`config.mk`:
```
export PLATFORM = sky130hd
export DESIGN_NAME = uart_byte_rx
export DESIGN_NICKNAME = d
export VERILOG_FILES = /design/src/rtl/uart_byte_rx.sv
export SDC_FILE = /design/constraint.sdc
export NUM_CORES = 1
export LEC_CHECK = 0
export BUFFER_PORTS_ARGS = -buffer_cell sky130_fd_sc_hd__buf_2
export CORE_MARGIN = 3
export CORE_UTILIZATION = 35
export CTS_CLUSTER_SIZE = 8
export DETAILED_ROUTE_END_ITERATION = 6
export SLEW_MARGIN = 25
export SYNTH_ARGS = -nofsm -noshare
export SYNTH_HDL_FRONTEND = slang
export SYNTH_SLANG_ARGS = --single-unit
```
`constraint.sdc`:
```
create_clock -name i_clk -period 2 [get_ports i_clk]
set_clock_uncertainty 0.1 [all_clocks]
set_input_delay 0.2 -clock i_clk [delete_from_list [all_inputs] [get_ports i_clk]]
set_output_delay 0.2 -clock i_clk [all_outputs]
set_load 0.02 [all_outputs]
```
`src/rtl/uart_byte_rx.sv`:
```
// ============================================================================
//  Module   : uart_byte_rx
//  Purpose  : 8N1 UART receiver, LSB first. Synchronises the raw serial pin,
//             qualifies the start bit at its centre, samples eight data bits
//             and the stop bit at bit centres, and emits one-cycle result
//             pulses.
//  Ports    : i_clk        - system clock, rising edge
//             i_rst_n      - asynchronous active-low reset
//             uart_rx      - raw serial line, idle high, asynchronous
//             valid        - one-cycle pulse, data holds a new good byte
//             data[7:0]    - last good byte, updated only with valid
//             framing_err  - one-cycle pulse, stop bit sampled low
//             busy         - high whenever the receiver is not idle
//  Revision : 1.0 - initial release
// ============================================================================
`timescale 1ns/1ps
`default_nettype none

module uart_byte_rx #(
    parameter int CLKS_PER_BIT = 104,
    parameter int HALF_BIT     = CLKS_PER_BIT / 2
) (
    input  logic       i_clk,
    input  logic       i_rst_n,
    input  logic       uart_rx,
    output logic       valid,
    output logic [7:0] data,
    output logic       framing_err,
    output logic       busy
);

    localparam int             CNT_W       = $clog2(CLKS_PER_BIT);
    localparam logic [CNT_W-1:0] C_BIT_LAST  = CNT_W'(CLKS_PER_BIT - 1);
    localparam logic [CNT_W-1:0] C_HALF_LAST = CNT_W'(HALF_BIT - 1);

    typedef enum logic [2:0] {
        S_IDLE  = 3'd0,
        S_START = 3'd1,
        S_DATA  = 3'd2,
        S_STOP  = 3'd3,
        S_BREAK = 3'd4
    } state_t;

    logic             rx_meta_q;
    logic             rx_s_q;
    state_t           state_q;
    logic [CNT_W-1:0] cnt_q;
    logic [2:0]       bit_idx_q;
    logic [7:0]       shift_q;
    logic [7:0]       shift_d;
    logic [7:0]       data_q;
    logic             valid_q;
    logic             ferr_q;

    // Two-flop synchroniser; resets to the idle (high) line level so that
    // reset release never looks like a start edge.
    always_ff @(posedge i_clk or negedge i_rst_n) begin
        if (!i_rst_n) begin
            rx_meta_q <= 1'b1;
            rx_s_q    <= 1'b1;
        end else begin
            rx_meta_q <= uart_rx;
            rx_s_q    <= rx_meta_q;
        end
    end

    // LSB arrives first, so each new bit enters at the top and moves down.
    assign shift_d = {rx_s_q, shift_q[7:1]};

    always_ff @(posedge i_clk or negedge i_rst_n) begin
        if (!i_rst_n) begin
            state_q   <= S_IDLE;
            cnt_q     <= '0;
            bit_idx_q <= '0;
            shift_q   <= '0;
            data_q    <= '0;
            valid_q   <= 1'b0;
            ferr_q    <= 1'b0;
        end else begin
            valid_q <= 1'b0;
            ferr_q  <= 1'b0;
            case (state_q)
                S_IDLE: begin
                    if (!rx_s_q) begin
                        state_q <= S_START;
                        cnt_q   <= '0;
                    end
                end
                S_START: begin
                    if (cnt_q == C_HALF_LAST) begin
                        cnt_q <= '0;
                        // Line back high at start-bit centre is a glitch.
                        if (!rx_s_q) begin
                            state_q   <= S_DATA;
                            bit_idx_q <= '0;
                        end else begin
                            state_q <= S_IDLE;
                        end
                    end else begin
                        cnt_q <= cnt_q + 1'b1;
                    end
                end
                S_DATA: begin
                    if (cnt_q == C_BIT_LAST) begin
                        cnt_q     <= '0;
                        shift_q   <= shift_d;
                        bit_idx_q <= bit_idx_q + 3'd1;
                        if (bit_idx_q == 3'd7) begin
                            state_q <= S_STOP;
                        end
                    end else begin
                        cnt_q <= cnt_q + 1'b1;
                    end
                end
                S_STOP: begin
                    if (cnt_q == C_BIT_LAST) begin
                        cnt_q <= '0;
                        if (rx_s_q) begin
                            data_q  <= shift_q;
                            valid_q <= 1'b1;
                            state_q <= S_IDLE;
                        end else begin
                            ferr_q  <= 1'b1;
                            state_q <= S_BREAK;
                        end
                    end else begin
                        cnt_q <= cnt_q + 1'b1;
                    end
                end
                S_BREAK: begin
                    // A held-low line must go high before a new start counts.
                    if (rx_s_q) begin
                        state_q <= S_IDLE;
                    end
                end
                default: begin
                    state_q <= S_IDLE;
                    cnt_q   <= '0;
                end
            endcase
        end
    end

    assign valid       = valid_q;
    assign data        = data_q;
    assign framing_err = ferr_q;
    assign busy        = (state_q != S_IDLE);

endmodule

`default_nettype wire

```
==> After elaboration in Yosys (flattened, before gate mapping) <==
Cells that the tools add are included.
W data, S select, Z words.
{ "word_totals": {"regBits": 33, "elab_cells": 58} }
{ "classes": {"add_sub_neg": 2, "eq_ne": 14, "muxes": 23, "bitwise_logic": 1, "reduce_logical": 9} }
{ "op_table": {"columns": ["cell", "n"], "rows": [
  ["$mux W3", 10],
  ["$pmux W7 S4", 1],
  ["$mux W7", 3],
  ["$pmux W3 S5", 1],
  ["$ne A2 B2 Y1 const B", 7],
  ["$add A7 B1 Y7 const B", 1],
  ["$eq A7 B6 Y1 const B", 1],
  ["$eq A7 B7 Y1 const B", 1],
  ["$eq A3 B2 Y1 const B", 2],
  ["$eq A3 B3 Y1 const B", 2],
  ["$mux W1", 6],
  ["$pmux W3 S2", 1],
  ["$reduce_and A6 Y1", 1],
  ["$reduce_and A2 Y1", 2],
  ["$reduce_and A4 Y1", 1],
  ["$add A3 B1 Y3 const B", 1],
  ["$eq A3 B1 Y1 const B", 1],
  ["$logic_not A3 Y1", 1],
  ["$reduce_and A3 Y1", 1],
  ["$reduce_bool A3 Y1", 1],
  ["$mux W2", 1],
  ["$reduce_bool A2 Y1", 1],
  ["$reduce_or A2 Y1", 1],
  ["$not A1 Y1", 1]
]} }

==> Longest topological paths before layout <==
Gate-level depths: netlist of run 1.
{ "depth": {"ltp_word": 4, "ltp_mapped": 6} }

==> Worst setup path after synthesis of run 1 <==
Ideal clock, no wire load.
{ "synth_path": {"path_kind": "reg2reg", "startpoint": "register cnt_q[3]", "endpoint": "register shift_q[1]", "setup_time_ns": 0.125, "t_arrival_ns": 1.531, "required_time_ns": 1.775, "slack_ns": 0.245, "path_stages_with_launch": 6, "path_buffers": 1, "period_less_slack_ns": 1.755, "path_cell_list": "dfrtp_1 > and4bb_4 > nand2_1 > nor3_2 > buf_6 > mux2_2"} }
{ "synth_between": {"elab_chain_cells": 2} }
{ "synth_lines": {"columns": ["item", "line_no", "source"], "rows": [
  ["start, declared", "47", "logic [CNT_W-1:0] cnt_q;"],
  ["start signal, assigned", "100", "cnt_q <= cnt_q + 1'b1;"],
  ["start signal, assigned", "112", "cnt_q <= cnt_q + 1'b1;"],
  ["start signal, assigned", "127", "cnt_q <= cnt_q + 1'b1;"],
  ["$eq A7 B7 Y1", "104", "if (cnt_q == C_BIT_LAST) begin"],
  ["$reduce_and A2 Y1 (no source line)", null, null],
  ["end signal, assigned", "106", "shift_q <= shift_d;"],
  ["end, declared", "49", "logic [7:0] shift_q;"]
]} }
No other way between the ends.
A chain may end at the register's enable or synchronous reset.

==> Worst setup path in the final report of run 1 <==
{ "layout_path": {"startpoint": "register cnt_q[0]", "endpoint": "register cnt_q[6]"} }
{ "layout_between": {"elab_chain_cells": 3, "elab_cells_between_ends": 6, "cone_classes": "add/sub: 1; eq/ne: 2; mux: 3"} }
{ "layout_lines": {"columns": ["item", "line_no", "source"], "rows": [
  ["$add A7 B1 Y7 (tied with other cells)", "100, 112, 127", null],
  ["$mux W7 (on tied branches)", "104, 116, 90", null],
  ["$pmux W7 S4 (*)", "82", "case (state_q)"]
]} }
Mark *: on every way between the ends. The rest lies on a longest branch, timed or not.

==> results of run 1 <==
[metal layers]
metal	GRT usage, %	vias to the layer above	share of wire (%)
li1	-	489	-
met1	14.85	492	45
met2	20.04	14	50
met3	3.719	6	3.6
met4	3.689	0	1.3
met5	0	-	0
[critical path: cells and delay by family, from the launching register on]
family / cells / cell delay, ns
flip-flops: 1 / 0.41
AO/OA/AOI/OAI: 2 / 0.70
AND/OR/NAND/NOR: 2 / 0.31
adder cells (fa/ha/maj): 1 / 0.26
[area by class of cell]
class	count	area (µm²)
clock buffer	6	82.58
clock inverter	2	37.54
fill	410	2355
inverter	2	7.507
multi-input combinational	86	670.6
sequential	33	828.3
tap	50	62.56
timing repair buffer	17	100.1
[flip-flops by register name, summed over array words and instances (netlist names)]
signal       cells
rx_meta_q        1
rx_s_q           1
shift_q          8
data             8
cnt_q            7
framing_err      1
bit_idx_q        3
state_q          3
valid            1
[kinds of logic after synthesis]
family	Yosys count
buffers and inverters	7
and+or+nand+nor	41
AOI/OAI and AO/OA	25
adders and majority gates	3
DFF	33
muxes	17
[power groups by stage]
stage               Combinational [mW]  Sequential, mW  Clock, mW
detailed placement              0.0163           0.686          0
CTS                             0.0191           0.673      0.668
global placement                0.0158           0.686          0
floorplan                     0.000986           0.686          0
global route                    0.0212           0.673      0.698
finish                          0.0174           0.673      0.651
[cells in the final DEF, fill, tap and decap left out, types with 2 or more instances in the layout]
| master | synthesis | final |
|---|---|---|
| ha_1 | 3 | 3 |
| nand2b_1 | 3 | 3 |
| nand3_1 | 3 | 3 |
| buf_2 | 0 | 13 |
| nand4_1 | 2 | 2 |
| nor2_1 | 5 | 5 |
| nand2_1 | 15 | 15 |
| dfstp_2 | 2 | 2 |
| or4_1 | 2 | 2 |
| o21a_1 | 2 | 2 |
| buf_4 | 2 | 2 |
| o21ai_0 | 7 | 7 |
| inv_1 | 2 | 2 |
| o211ai_1 | 3 | 3 |
| dlygate4sd3_1 | 0 | 2 |
| a21oi_1 | 4 | 4 |
| dfrtp_1 | 31 | 31 |
| clkbuf_8 | 0 | 6 |
| mux2_2 | 17 | 17 |
| a22o_1 | 2 | 2 |
[worst min path at each step]
stage / endpoint / slack (ns) / cells after the start
2_1_floorplan: bit_idx_q[0]$_DFFE_PN0P_ / -0.20 / 0
3_3_place_gp: cnt_q[2]$_DFFE_PN0P_ / 0.19 / 1
3_5_place_dp: cnt_q[1]$_DFFE_PN0P_ / 0.20 / 1
4_1_cts: rx_s_q$_DFF_PN1_ / 0.26 / 0
5_1_grt: rx_s_q$_DFF_PN1_ / 0.26 / 0
6_report: rx_s_q$_DFF_PN1_ / 0.26 / 0
==> reports/metrics.yaml, run 1 <==
yosys:
  post_synthesis_cell_area_mm2: 0.001555
  synth-seq-area-share_pct: 53.26
  synth_seq_cells: 33
  synth_commonest_cells: "dfrtp_1 (31), mux2_2 (17), nand2_1 (15)"
  synth_largest_area_cell: "dfrtp_1"
  synth_simple_gate_area_share_pct: 16.33
  post_synth_num_cell_types: 36
  post_synth_edffs: 0
  post_synth_inst_count: 126
  yosys_warnings: 0
  ys_top_cells_by_area: "dfrtp_1 (50%), mux2_2 (12%), nand2_1 (3.6%)"
  synth_top_area_share_pct: 49.88
  yosys.area_share.xor_xnor_pct: 0
  synth-main-ff-cell: "dfrtp_1"
  synthAdderAreaFrac_pct: 2.414
  synth_async_sr_flop_share_pct: 100.0
  synth_top_family_by_area: "simple AND/OR/NAND/NOR gates"
  synth_compound_gate_area_share_pct: 12.07
  synthMuxAreaShare_pct: 12.31
  syn_nets: 132
  post-synth-top-count-cell: "dfrtp_1"
  synth.avg_cell_area_um2: 12.34
route:
  postRouteWirelength_mm: 2.741
  first_pass_iters: 4
  routedWlPerCell_um: 13.98
  drt_iter0_drc: 37
  vias_per_cell: 5.107
  detail_route.drc_violations: 0
  final_antenna_net_count: 0
  dr_total_vias: 1001
cells_and_area:
  finish.cell_count_without_fillers: 196
  drive_above_1_share_pct: 35.62
  layout.nets: 151
  layout_stage_area_growth_over_the_synthesis_result_pct: 15.04
  postLayoutCoreUtil_pct: 43.18
  fin_area_mm2: 0.001789
  insertedDiodeCount: 0
clocking:
  cts-hold-fix-buffers: 2
  clock_tree_from_tritoncts: "yes"
  cts.repair.resized: 0
  cts.repair_timing.setup_buffer_count: 0
  worst_setup_hold_path_clk_slew_ns: 0.07
  cts_inserted_buffers: 5
  cts-root-buf: "clkbuf_8"
  clock_sink_count: 33
  clock_latency_ns: 0.28
  htree_levels: 2
  clock_tree.buffer_depth: 2
global_routing:
  antenna_found_initial: 0
  grt_pass1_wl_mm: 4.912
  grt_start_max_net_pins: 34
  grt_pass1_vias: 1034
  globalRoute.totalOverflow: 0
  grtUsageTotal_pct: 12.01
floorplan:
  rows: 23
  initial_core_util_pct: 37.53
  dieArea_mm2: 0.005279
  num_io_pins: 14
  die_x_um: 72.66
  die_height_um: 72.66
  design.core.area_mm2: 0.004144
critical_path:
  crit_path_cell_trace: "ha_1 > nor4b_4 > a2111oi_4 > nor2_2 > o211ai_1"
  worstSetupEndpointType: "flop"
  critical_path_peak_fanout: 6
  critical-path-slowest-cell: "a2111oi_4"
  cp_data_required_time_ns: 2.09
  worstReg2RegStart: "cnt_q[0]$_DFFE_PN0P_"
  setup.worst_path.end: "cnt_q[6]$_DFFE_PN0P_"
  worst_r2r_path_depth: 5
  timing.critical_path.from_type: "flop"
  critical_path_arrival_ns: 1.96
  regToRegSetupSlack_ns: 0.13
  timing.critical_path.slowest_cell_delay_ns: 0.49
  path_class: "flop to flop"
  worstSetupStartpoint: "cnt_q[0]$_DFFE_PN0P_"
  rr_endpoint: "cnt_q[6]$_DFFE_PN0P_"
power_and_ir_drop:
  power_after_layout_mw: 1.342
  max-vdd-ir-drop_mv: 0.5037
  net-switching-power_mw: 0.2621
  pwr-share-clk_pct: 48.5
  power.switching_fraction_pct: 19.52
  power.share.combinational_pct: 1.3
  p_int_mw: 1.080
  total_leakage_power_nw: 0.8516
  seqPwrFrac_pct: 50.2
  pwr_density_cell_mw_per_mm2: 750.2
placed_design:
  buffer_ports.inserted: 13
  detailedPlace.worstSlack_ns: 0.1450
  place.gp.congestion: 0.8158
  hpwl_mm: 1.971
  total_placed_cells_including_tap_cells: 186
  placed_cell_area_mm2: 0.001649
timing:
  finalSetupViolations: 0
  final_hold_viol_count: 0
  final.period_utilization_pct: 93.54
  rsz_0062_raised_after_global_routing: "false"
  timing.fmax_mhz: 534.5
  period_minus_slack_ns: 1.871
  layout_setup_ws_ns: 0.1292
  fin_setup_tns_ns: 0
  max-slew-margin-rel_pct: 53.59
  tightestPinTransition_ns: 0.6961
  final_max_slew_viol_count: 0
  holdWs_ns: 0.2567
job:
  max_cap_viol_count: 0
status:
  outcome: "finished, final reports clean"
worst_hold_path:
  hold_path.startpoint: "rx_meta_q$_DFF_PN1_"
  timing.hold.worst.class: "flop to flop"
Power figures use the tool's default switching activity.
==> inputs of run 2 (changes only) <==
--- a/config.mk
+++ b/config.mk
@@ -10,6 +10,7 @@
 export CORE_UTILIZATION = 35
 export CTS_CLUSTER_SIZE = 8
 export DETAILED_ROUTE_END_ITERATION = 6
+export REMOVE_ABC_BUFFERS = 1
 export SLEW_MARGIN = 25
 export SYNTH_ARGS = -nofsm -noshare
 export SYNTH_HDL_FRONTEND = slang
==> run 2 against run 1 <==
Net effect: total power up 0.33%; final area is 0.56% higher; die area unchanged; final cell count rose by 0.51%; sequential power hardly changed; sequential cell count unchanged; sequential share of layout area shrank 0.26 points; worst hold slack gained 0.0032 ns; via count increased by 2.6%; critical endpoint is now shift_q[0]$_DFFE_PN0P_; largest cell class unchanged; largest power group unchanged.
==> reports/metrics.yaml, run 2 (same netlist as run 1, synthesis figures left out) <==
status:
  outcome: "finished, final reports clean"
global_routing:
  grt.met3_usage_pct: 3.581
  grt_start_max_net_pins: 34
  grt.busiest_layer: "met2"
  grt_pass1_vias: 1065
  global_route.usage.met1_pct: 14.61
  grtUsageTotal_pct: 11.93
  antenna_found_initial: 0
  grt_pass1_wl_mm: 4.830
  globalRoute.totalOverflow: 0
  use_met2_pct: 19.24
critical_path:
  path_class: "flop to flop"
  critical_path_peak_fanout: 11
  critical-path-slowest-cell: "dfrtp_1"
  timing.critical_path.from_type: "flop"
  timing.critical_path.slowest_cell_delay_ns: 0.46
  critical_path.top_delay_family: "simple AND/OR/NAND/NOR gates"
  critical_path_arrival_ns: 1.94
  worstSetupEndpointType: "flop"
  cp_data_required_time_ns: 2.07
  critical_path_buf_inv_count: 1
  crit_path_cell_trace: "and4bb_4 > nand2_1 > nor3_2 > buf_4 > mux2_2"
cells_and_area:
  most-common-layout-cells: "dfrtp_1 (31), mux2_2 (17), nand2_1 (15)"
  fillerInstances: 403
  drive_above_1_share_pct: 36.73
  final_common_cell: "dfrtp_1"
  layout.nets: 152
  insertedDiodeCount: 0
  layout_stage_area_growth_over_the_synthesis_result_pct: 15.69
route:
  drt_iter0_drc: 34
  vias_per_cell: 5.213
  detail_route.drc_violations: 0
  final_antenna_net_count: 0
  dr_total_vias: 1027
  first_pass_iters: 4
  routedWlPerCell_um: 14.03
  postRouteWirelength_mm: 2.763
clocking:
  worst_setup_hold_path_clk_slew_ns: 0.07
  clock_sink_count: 33
  htree_levels: 2
  cts-root-buf: "clkbuf_8"
  cts_inserted_buffers: 5
  clock_tree.buffer_depth: 2
  clock_tree_from_tritoncts: "yes"
  cts.repair_timing.setup_buffer_count: 0
  clock_latency_ns: 0.29
power_and_ir_drop:
  pwr_density_cell_mw_per_mm2: 748.5
  pwr-share-clk_pct: 48.7
  net-switching-power_mw: 0.2665
  power.switching_fraction_pct: 19.79
  p_int_mw: 1.080
  total_leakage_power_nw: 0.8539
  power.share.combinational_pct: 1.3
  max-vdd-ir-drop_mv: 0.4837
  seqPwrFrac_pct: 50.0
timing:
  final_max_slew_viol_count: 0
  timing.fmax_mhz: 534.2
  final.period_utilization_pct: 93.60
  max-slew-margin-rel_pct: 52.69
  holdWs_ns: 0.2599
  period_minus_slack_ns: 1.872
  rsz_0062_raised_after_global_routing: "false"
  finalSetupViolations: 0
  fin_setup_tns_ns: 0
  tightestPinTransition_ns: 0.7097
  final_hold_viol_count: 0
floorplan:
  design.core.area_mm2: 0.004144
  die_x_um: 72.66
  num_io_pins: 14
  dieArea_mm2: 0.005279
  die_height_um: 72.66
  initial_core_util_pct: 37.53
  rows: 23
job:
  max_cap_viol_count: 0
placed_design:
  hpwl_mm: 2.009
  buffer_ports.inserted: 13
  place.gp.congestion: 0.8562
worst_hold_path:
  timing.hold.worst.class: "flop to flop"
==> run 2: cell types whose count changed in the layout (fill, tap and decap cells not counted) <==
cell   change
ha_1       -1
buf_4      +1
ha_2       +1
==> run 2: per-stage QoR <==
stage                     utilization [%]  power (mW)  setup WS [ns]  instances  cell area (µm²)
after floorplan                         -      0.6865        0.05301        121             1506
after global placement              39.98      0.7018         0.1812        187             1657
after detailed placement            39.98      0.7025         0.1466        187             1657
after CTS                           43.36       1.366         0.1186        197             1797
after global routing                43.42       1.390       0.006564        197             1799
final                               43.42       1.347         0.1280        197             1799
==> run 2: power by group through the flow <==
stage / combinational [mW] / sequential [mW] / clock [mW]
2_1_floorplan: 0.000983 / 0.686 / 0
3_3_place_gp: 0.0159 / 0.686 / 0
3_5_place_dp: 0.0165 / 0.686 / 0
4_1_cts: 0.0193 / 0.673 / 0.673
5_1_grt: 0.0212 / 0.673 / 0.695
6_report: 0.0179 / 0.674 / 0.655
==> run 2: routing by layer <==
metal	wire length, µm	part of all wire (%)
met2	1338	48
met5	0	0
met3	144	5.2
met1	1223	44
met4	56	2.0
==> run 2: timing repair <==
item,4_1_cts,5_1_grt
setup endpoints to repair,0,8
resized for setup,0,1
hold buffers,2,0
hold endpoints to repair,32,0
==> run 2: final cells by class <==
| class | count | area [µm²] | share of cell area, % |
|---|---|---|---|
| sequential | 33 | 828.3 | 46.04 |
| tap | 50 | 62.56 | 3.477 |
| timing repair buffer | 18 | 107.6 | 5.981 |
| clock inverter | 2 | 37.54 | 2.086 |
| clock buffer | 6 | 82.58 | 4.590 |
| inverter | 2 | 7.507 | 0.4172 |
| multi-input combinational | 86 | 673.1 | 37.41 |
==> run 2: path summary, 6_finish.rpt <==
check,slack (ns),cells after the start,end,startpoint
setup / recovery,0.13,5,shift_q[0]$_DFFE_PN0P_,cnt_q[4]$_DFFE_PN0P_
hold reg to reg,0.26,0,rx_s_q$_DFF_PN1_,rx_meta_q$_DFF_PN1_
setup reg to reg,0.13,5,shift_q[0]$_DFFE_PN0P_,cnt_q[4]$_DFFE_PN0P_
min in group asynchronous,0.40,2,cnt_q[2]$_DFFE_PN0P_,i_rst_n
hold / removal,0.26,0,rx_s_q$_DFF_PN1_,rx_meta_q$_DFF_PN1_
max in group asynchronous,0.93,2,data[0]$_DFFE_PN0P_,i_rst_n
